## config.mk

```make
export PLATFORM = sky130hd
export DESIGN_NAME = dmem_wait_bridge
export DESIGN_NICKNAME = d
export VERILOG_FILES = /design/src/rtl/dmem_wait_bridge.sv
export SDC_FILE = /design/constraint.sdc
export NUM_CORES = 1
export LEC_CHECK = 0
export CORE_ASPECT_RATIO = 1.75
export CORE_UTILIZATION = 44
export CTS_CLUSTER_SIZE = 16
export DETAILED_ROUTE_END_ITERATION = 10
export PLACE_DENSITY_LB_ADDON = 0.12
export SYNTH_ARGS = -nofsm -noshare
export SYNTH_HDL_FRONTEND = slang
export SYNTH_SLANG_ARGS = --single-unit
```

## constraint.sdc

```tcl
create_clock -name clk -period 3.4 [get_ports clk]
set_input_delay 0.68 -clock clk [delete_from_list [all_inputs] [get_ports clk]]
set_output_delay 0.68 -clock clk [all_outputs]
set_load 0.01 [all_outputs]
```

## src/rtl/dmem_wait_bridge.sv

```systemverilog
// Bridges single-cycle core DMEM accesses onto a req/ack memory bus with wait states,
// stalling the core through halt_out and aborting accesses that exceed TIMEOUT cycles.
module dmem_wait_bridge #(
  parameter int unsigned          ADDR_W   = 16,
  parameter int unsigned          DATA_W   = 32,
  parameter int unsigned          TIMEOUT  = 255,
  parameter logic [DATA_W-1:0]    ERR_DATA = 32'hDEAD_BEEF
) (
  input  logic              clk,
  input  logic              rst_n,
  input  logic              cpu_valid,
  input  logic              cpu_read_wrn,
  input  logic [ADDR_W-1:0] cpu_addr,
  input  logic [DATA_W-1:0] cpu_wdata,
  output logic [DATA_W-1:0] cpu_rdata,
  output logic              halt_out,
  output logic              mem_req,
  output logic              mem_we,
  output logic [ADDR_W-1:0] mem_addr,
  output logic [DATA_W-1:0] mem_wdata,
  input  logic              mem_ack,
  input  logic [DATA_W-1:0] mem_rdata,
  output logic              bus_err,
  input  logic              err_clr
);

  localparam int unsigned TW = $clog2(TIMEOUT + 1);

  typedef enum logic [1:0] {
    S_IDLE,
    S_BUSY,
    S_DONE
  } state_t;

  state_t              r_state;
  logic [TW-1:0]       r_timer;
  logic [DATA_W-1:0]   r_cpu_rdata;
  logic                r_mem_req;
  logic                r_mem_we;
  logic [ADDR_W-1:0]   r_mem_addr;
  logic [DATA_W-1:0]   r_mem_wdata;
  logic                r_bus_err;
  logic                w_timeout;

  assign w_timeout = (r_timer == TW'(TIMEOUT - 1));

  always_ff @(posedge clk or negedge rst_n) begin
    if (!rst_n) begin
      r_state     <= S_IDLE;
      r_timer     <= '0;
      r_cpu_rdata <= '0;
      r_mem_req   <= 1'b0;
      r_mem_we    <= 1'b0;
      r_mem_addr  <= '0;
      r_mem_wdata <= '0;
      r_bus_err   <= 1'b0;
    end else begin
      // Clear first so a timeout set later in this block takes priority.
      if (err_clr) begin
        r_bus_err <= 1'b0;
      end
      case (r_state)
        S_IDLE: begin
          if (cpu_valid) begin
            r_mem_we    <= ~cpu_read_wrn;
            r_mem_addr  <= cpu_addr;
            r_mem_wdata <= cpu_wdata;
            r_mem_req   <= 1'b1;
            r_timer     <= '0;
            r_state     <= S_BUSY;
          end
        end
        S_BUSY: begin
          if (r_timer != TW'(TIMEOUT)) begin
            r_timer <= r_timer + TW'(1);
          end
          if (mem_ack) begin
            r_mem_req <= 1'b0;
            if (!r_mem_we) begin
              r_cpu_rdata <= mem_rdata;
            end
            r_state <= S_DONE;
          end else if (w_timeout) begin
            r_mem_req <= 1'b0;
            r_bus_err <= 1'b1;
            if (!r_mem_we) begin
              r_cpu_rdata <= ERR_DATA;
            end
            r_state <= S_DONE;
          end
        end
        S_DONE: begin
          r_state <= S_IDLE;
        end
        default: begin
          r_state   <= S_IDLE;
          r_mem_req <= 1'b0;
        end
      endcase
    end
  end

  // Launch-cycle halt must be combinational so the core holds on the launch edge.
  assign halt_out  = ((r_state == S_IDLE) && cpu_valid) || (r_state == S_BUSY);
  assign cpu_rdata = r_cpu_rdata;
  assign mem_req   = r_mem_req;
  assign mem_we    = r_mem_we;
  assign mem_addr  = r_mem_addr;
  assign mem_wdata = r_mem_wdata;
  assign bus_err   = r_bus_err;

endmodule

```

==> results of run 1 <==
[power by group through the flow]
| stage | clock network, uW | logic (uW) | registers, uW |
|---|---|---|---|
| 2_1_floorplan | 0 | 581 | 2050 |
| 3_3_place_gp | 0 | 1920 | 1840 |
| 3_5_place_dp | 0 | 1950 | 1870 |
| 4_1_cts | 1210 | 1960 | 1850 |
| 5_1_grt | 1240 | 2050 | 1910 |
| 6_report | 1170 | 1930 | 1850 |
[final cells by class]
type	count	area, um^2
Multi-Input combinational cell	134	1190
Sequential cell	93	2330
Tap cell	90	113
Clock inverter	3	90.1
Clock buffer	13	270
Timing Repair Buffer	172	1740
Inverter	8	30.0
Fill cell	568	2210
[routing by layer]
metal | track usage | wire length, um | up-vias
met4 | 0.126 | 408 | 0
met3 | 0.0587 | 525 | 24
met2 | 0.406 | 5110 | 109
met1 | 0.217 | 3160 | 1371
met5 | 0 | 0 | -
li1 | - | - | 1253
[critical path: cells and delay by family]
family	cells	cell delay, ns
buffers and inverters	3	1.10
AOI/OAI and AO/OA	1	0.46
[worst max path at each step]
stage,slack (ns),startpoint,to,cells after the start
after global routing,0.37,cpu_valid,halt_out,4
after floorplan,1.51,cpu_valid,halt_out,2
after global placement,0.53,cpu_valid,halt_out,4
after CTS,0.47,cpu_valid,halt_out,4
after detailed placement,0.48,cpu_valid,halt_out,4
final,0.48,cpu_valid,halt_out,4
[Yosys cell counts]
master | n | area [um^2]
clkbuf_2 | 1 | 5.00
inv_1 | 8 | 30.0
and3_1 | 1 | 6.26
clkbuf_1 | 3 | 11.3
o31ai_1 | 1 | 7.51
nor2_2 | 1 | 6.26
a22o_1 | 9 | 78.8
nor3_4 | 1 | 16.3
nand4_1 | 2 | 12.5
nand2b_1 | 3 | 18.8
buf_6 | 1 | 11.3
o21ai_0 | 3 | 15.0
a41oi_2 | 1 | 16.3
and4_1 | 1 | 8.76
or3_1 | 2 | 12.5
o22ai_1 | 1 | 6.26
a21oi_1 | 7 | 35.0
ha_1 | 2 | 25.0
a21o_1 | 1 | 7.51
a311o_1 | 1 | 10.0
a311oi_1 | 1 | 8.76
o211ai_1 | 2 | 15.0
buf_4 | 2 | 15.0
o32ai_1 | 1 | 8.76
mux2_2 | 48 | 541
buf_2 | 7 | 35.0
a211oi_1 | 3 | 22.5
o22a_1 | 24 | 210
nor2_1 | 5 | 18.8
and2_1 | 2 | 12.5
a31o_2 | 1 | 8.76
nand2_1 | 4 | 15.0
o311ai_0 | 2 | 17.5
buf_1 | 1 | 3.75
dfrtp_1 | 93 | 2330
nand3_1 | 4 | 20.0
[per-stage QoR]
step / hold slack (ns) / std cells / utilization
4_1_cts: 0.351 / 513 / 0.723
2_1_floorplan: 0.384 / 250 / -
6_report: 0.337 / 513 / 0.723
3_3_place_gp: 0.469 / 497 / 0.677
3_5_place_dp: 0.476 / 497 / 0.677
5_1_grt: 0.380 / 513 / 0.723
[sequential cells by signal, summed over array words and instances, names as in the netlist]
signal / flops
mem_we: 1
mem_addr: 16
bus_err: 1
mem_req: 1
r_state: 2
cpu_rdata: 32
mem_wdata: 32
r_timer: 8
[logic make-up (layout without fill, tap and decap cells)]
family	Yosys count	in the layout	synth area share
buffers and inverters	23	196	0.0308
muxes	48	48	0.149
adders and majority gates	2	2	0.00691
and+or+nand+nor	26	26	0.0408
AOI/OAI and AO/OA	58	58	0.129
DFF	93	93	0.643
==> metrics.md, run 1 <==
| Metric | Value |
|---|---|
| Antenna Nets Post-Route | `0` |
| Leak | `0.00235 uW` |
| WL final | `9200 um` |
| Vias per cell | `between 5 and 6` |
| Port Buffers | `about 170` |
| Min-Delay Path Class | `in2async` |
| Placement Cell Area | `around 5400 um^2` |
| Initial Utilization | `0.455` |
| Post-Synthesis Cells | `250` |
| Dpl ws | `around 0.48 ns` |
| Startpoint Class | `primary input` |
| Final setup viols | `0` |
| Num rows | `43` |
| Final Max Tran Viols | `0` |
| Share of cells above drive strength 1 | `0.168` |
| Clk_lat worst skew | `~0.33 ns` |
| Synth-to-Final Area Change | `58.9%` |
| Int Pwr | `3560 uW` |
| CP peak stage delay | `about 0.52 ns` |
| IR drop worst, VDD | `0.000532 V` |
| Switching part of the total | `0.282` |
| Post-synth net total | `about 340` |
| Switching pwr | `around 1400 uW` |
| Total core area | `approximately 8000 um^2` |
| Final WS setup | `0.475 ns` |
| Post-cts resize count | `0` |
| Antenna violations before repair | `0` |
| H-tree depth | `3` |
| Total vias in the final route | `2757` |
| Final min period | `2.92 ns` |
| Synth Warn # | `0` |
| R2R Setup Slk | `1.10 ns` |
| Final period utilization | `0.860` |
| Initial DRC count | `139` |
| Root buf cell | `clkbuf_16` |
| Worst slew pin tran | `between 0.8 and 0.9 ns` |
| Slew headroom | `0.448` |
| Most common cell after layout, fill and taps aside | `clkdlybuf4s50_1` |
| GRT Residual Overflow | `0` |
| Reg clk slew, reported paths | `0.06 ns` |
| Sequential share of power | `0.374` |
| Seq cells post-synth | `93` |
| Hold Fails Final Rpt | `0` |
| Cts hold-fix bufs | `0` |
| RSZ-0062 raised after global routing | `no` |
| CP Capture Type | `primary output` |
| Status | `finished with violations` |
| Ant diodes | `0` |
| Post-layout nets | `506` |
| Residual DRC | `10` |
| Setup bufs post-CTS | `0` |
| Critical path class | `in2out` |
| Pwr Total | `between 4000 and 5000 uW` |
| Num CTS Buffers | `9` |
| Post-DP HPWL | `between 6000 and 7000 um` |
| Combinational power share | `0.390` |
| GRT Total Usage | `0.219` |
| R2R cell count | `4` |
| Die width | `about 70 um` |
| Violated checks | `DRC` |
| WL per Instance | `17.9 um` |
| Worst reg2reg endpoint | `cpu_rdata[15]$_DFFE_PN0P_` |
| Max-cap violations | `0` |
| Yosys cell types | `36` |
| First-pass GRT wire length | `14200 um` |
| Largest net degree at the start of global routing | `51` |
| Max Fclk | `342 MHz` |
| Post-route cell area | `5750 um^2` |
| First-pass DRT Iterations | `7` |
| Worst EP required | `2.72 ns` |
| Clock sink count | `93` |
| Clock buffer depth | `2` |
| Mapped Area | `3620 um^2` |
| Most frequent cells in the layout | `clkdlybuf4s50_1 (168), dfrtp_1 (93), mux2_2 (48)` |
| Crit-path cells | `clkdlybuf4s50_1, o21ai_0, inv_1, clkdlybuf4s50_1` |
| I/O pin count | `170` |
| Crit path DAT | `2.24 ns` |
| FF-to-FF Start | `r_state[0]$_DFFE_PN0P_` |
| CP max FO | `6` |
| Setup Skew | `0.00400 ns` |
| Power density over cell area | `862 nW/um^2` |
| CTS tree | `built` |
| Gp weighted congestion | `approximately 0.91` |
| Setup TNS | `0 ns` |
| Vias in the first global route | `around 2900` |
| Chip Height | `122 um` |
| Slowest cell on the critical path | `clkdlybuf4s50_1` |
| Clock share of power | `0.237` |
| Post-synthesis sequential area ratio | `0.643` |
| Avg Cell Area, Syn | `14.5 um^2` |
| CP dominant cell by count | `clkdlybuf4s50_1` |
| DIE AREA | `8610 um^2` |
Note: power is estimated with default switching activity, not from simulation.
==> run 2: changes to the inputs <==
CORE_MARGIN = 10   (was not set)
CORE_UTILIZATION = 41   (was 44)
clock period = 3.2 ns   (was 3.4 ns; I/O delays follow)
==> metrics.md, run 2 (synthesis gave the netlist of run 1 again) <==
| Metric | Value |
|---|---|
| Status | `complete, no violations` |
| CP peak stage delay | `0.52 ns (about the same)` |
| Final Non-Filler Cells | `541 (+5.5%)` |
| Switching pwr | `1520 uW (+9.2%)` |
| H-tree depth | `3 (unchanged)` |
| Placed insts | `526 (+5.8%)` |
| Reg clk slew, reported paths | `0.06 ns (about the same)` |
| GR met3 Demand/Resource | `0.0586 (-0.0000858)` |
| FF-to-FF Start | `r_state[1]$_DFFE_PN0P_` |
| WL per Instance | `19.5 um (+8.9%)` |
| Vias per cell | `5.12 (-4.8%)` |
| Slew headroom | `0.432 (-0.0162)` |
| Max Fclk | `between 300 and 400 MHz` |
| Filler cells | `723 (+27%)` |
| Clock share of power | `0.202 (-0.035)` |
| Post-cts resize count | `0 (unchanged)` |
| Hold slack final | `0.289 ns (-0.0486 ns)` |
| Slowest cell on the critical path | `clkdlybuf4s50_1` |
| Residual DRC | `0 (-10)` |
| Die width | `91.0 um (+29%)` |
| Total core area | `8670 um^2 (+8.9%)` |
| Grt met2 use | `0.298 (-0.108)` |
| Clock buffer depth | `2 (unchanged)` |
| CP max FO | `6 (unchanged)` |
| Sequential share of power | `0.383 (+0.009)` |
| Final period utilization | `0.898` |
| IR drop worst, VDD | `0.000469 V (-12%)` |
| Critical path launch point | `cpu_valid` |
| Chip Height | `144 um (+18%)` |
| CP dominant cell by count | `clkdlybuf4s50_1` |
| Most frequent cells in the layout | `clkdlybuf4s50_1 (168), dfrtp_1 (93), mux2_2 (48)` |
| R2R Setup Slk | `1.08 ns (-0.02 ns)` |
| Startpoint Class | `primary input` |
| Antenna Nets Post-Route | `0 (unchanged)` |
| Initial Utilization | `0.417 (-0.0371)` |
| Final setup viols | `0 (unchanged)` |
| Ant diodes | `0 (unchanged)` |
| WL final | `10600 um (+15%)` |
| Leak | `0.00233 uW (-0.90%)` |
| CP Capture Type | `primary output` |
| Final min period | `around 2.9 ns` |
| Num rows | `45 (+4.7%)` |
| Worst EP required | `2.56 ns (-0.16 ns)` |
| Setup Skew | `0.00777 ns (+0.00377 ns)` |
| Vias in the first global route | `2998 (+1.8%)` |
| Worst slew pin tran | `0.851 ns (+0.0242 ns)` |
| Gp weighted congestion | `0.877 (-3.6%)` |
| Setup TNS | `0 ns (unchanged)` |
| Synth-to-Final Area Change | `58.7%` |
| Cts hold-fix bufs | `0 (unchanged)` |
| Int Pwr | `3570 uW (+0.25%)` |
| Top Family by Delay on Critical Path | `buffers and inverters` |
| Final Max Tran Viols | `0 (unchanged)` |
| Most common cell after layout, fill and taps aside | `clkdlybuf4s50_1` |
| Hold Fails Final Rpt | `0 (unchanged)` |
| Crit-path cells | `clkdlybuf4s50_1, o21ai_0, inv_1, clkdlybuf4s50_1` |
| Initial DRC count | `111 (-20%)` |
| RSZ-0062 raised after global routing | `no` |
| DIE AREA | `13100 um^2 (+53%)` |
| Largest net degree at the start of global routing | `53 (+3.9%)` |
| GRT Total Usage | `0.164 (-0.0552)` |
| Clock sink count | `93 (unchanged)` |
| Top Usage Layer GRT | `met2` |
| Setup bufs post-CTS | `0 (unchanged)` |
| Share of cells above drive strength 1 | `0.172 (+0.00432)` |
| Combinational power share | `0.414 (+0.024)` |
| Critical path class | `in2out` |
| Min-Delay Path Class | `in2async` |
| Switching part of the total | `0.299 (+0.0176)` |
| Met1 Use GR | `0.159 (-0.0576)` |
| Post-DP HPWL | `8240 um (+22%)` |
| WP buf/inv | `3 (unchanged)` |
| GRT Residual Overflow | `0 (unchanged)` |
| Clk_lat worst skew | `0.33 ns (about the same)` |
| Antenna violations before repair | `0 (unchanged)` |
| Total vias in the final route | `2768 (+0.40%)` |
| Root buf cell | `clkbuf_16` |
| Max-cap violations | `0 (unchanged)` |
| I/O pin count | `170 (unchanged)` |
| Port Buffers | `169 (unchanged)` |
| Post-layout nets | `508 (+0.40%)` |
| CTS tree | `built` |
| Power density over cell area | `887 nW/um^2 (+2.9%)` |
| First-pass GRT wire length | `16700 um (+18%)` |
| Num CTS Buffers | `9 (unchanged)` |
| First-pass DRT Iterations | `4 (-3)` |
| Crit path DAT | `2.23 ns (about the same)` |
## run 2: final cells by class
| type | instances | area (um^2) | share of cell area |
|---|---|---|---|
| clock inverters | 6 | 65.1 | 0.0113 |
| flip-flops and latches | 93 | 2330 | 0.405 |
| inverters | 8 | 30.0 | 0.00523 |
| multi-input cells | 134 | 1190 | 0.206 |
| repair buffers | 174 | 1760 | 0.307 |
| well taps | 117 | 146 | 0.0255 |
| clock buffers | 9 | 225 | 0.0392 |
## run 2: final timing paths
path,to,cells past startpoint
hold reg to reg,cpu_rdata[2]$_DFFE_PN0P_,1
setup reg to reg,cpu_rdata[3]$_DFFE_PN0P_,4
min in group clk,cpu_rdata[2]$_DFFE_PN0P_,1
setup / recovery,halt_out,4
hold / removal,cpu_rdata[13]$_DFFE_PN0P_,1
max in group asynchronous,mem_wdata[27]$_DFFE_PN0P_,2
## run 2: power by group through the flow
| stage | registers [uW] | logic, uW | clock network [uW] |
|---|---|---|---|
| after detailed placement | 1970 | 2160 | 0 |
| after CTS | 1960 | 2170 | 1070 |
| after global placement | 1940 | 2140 | 0 |
| after global routing | 2030 | 2260 | 1120 |
| final | 1950 | 2110 | 1030 |
| after floorplan | 2170 | 617 | 0 |
## run 2: stage by stage
step,power [uW],utilization,cell area [um^2],setup slack [ns]
2_1_floorplan,2790,-,3620,1.39
3_3_place_gp,4080,0.629,5450,0.391
3_5_place_dp,4130,0.629,5450,0.350
4_1_cts,5190,0.662,5740,0.345
5_1_grt,5410,0.662,5740,0.106
6_report,5090,0.662,5740,0.327
## run 2: routing by layer
layer	vias up	share of wire
met5	-	0
met4	0	0.024
met3	16	0.080
met2	104	0.58
met1	1385	0.32
li1	1263	-
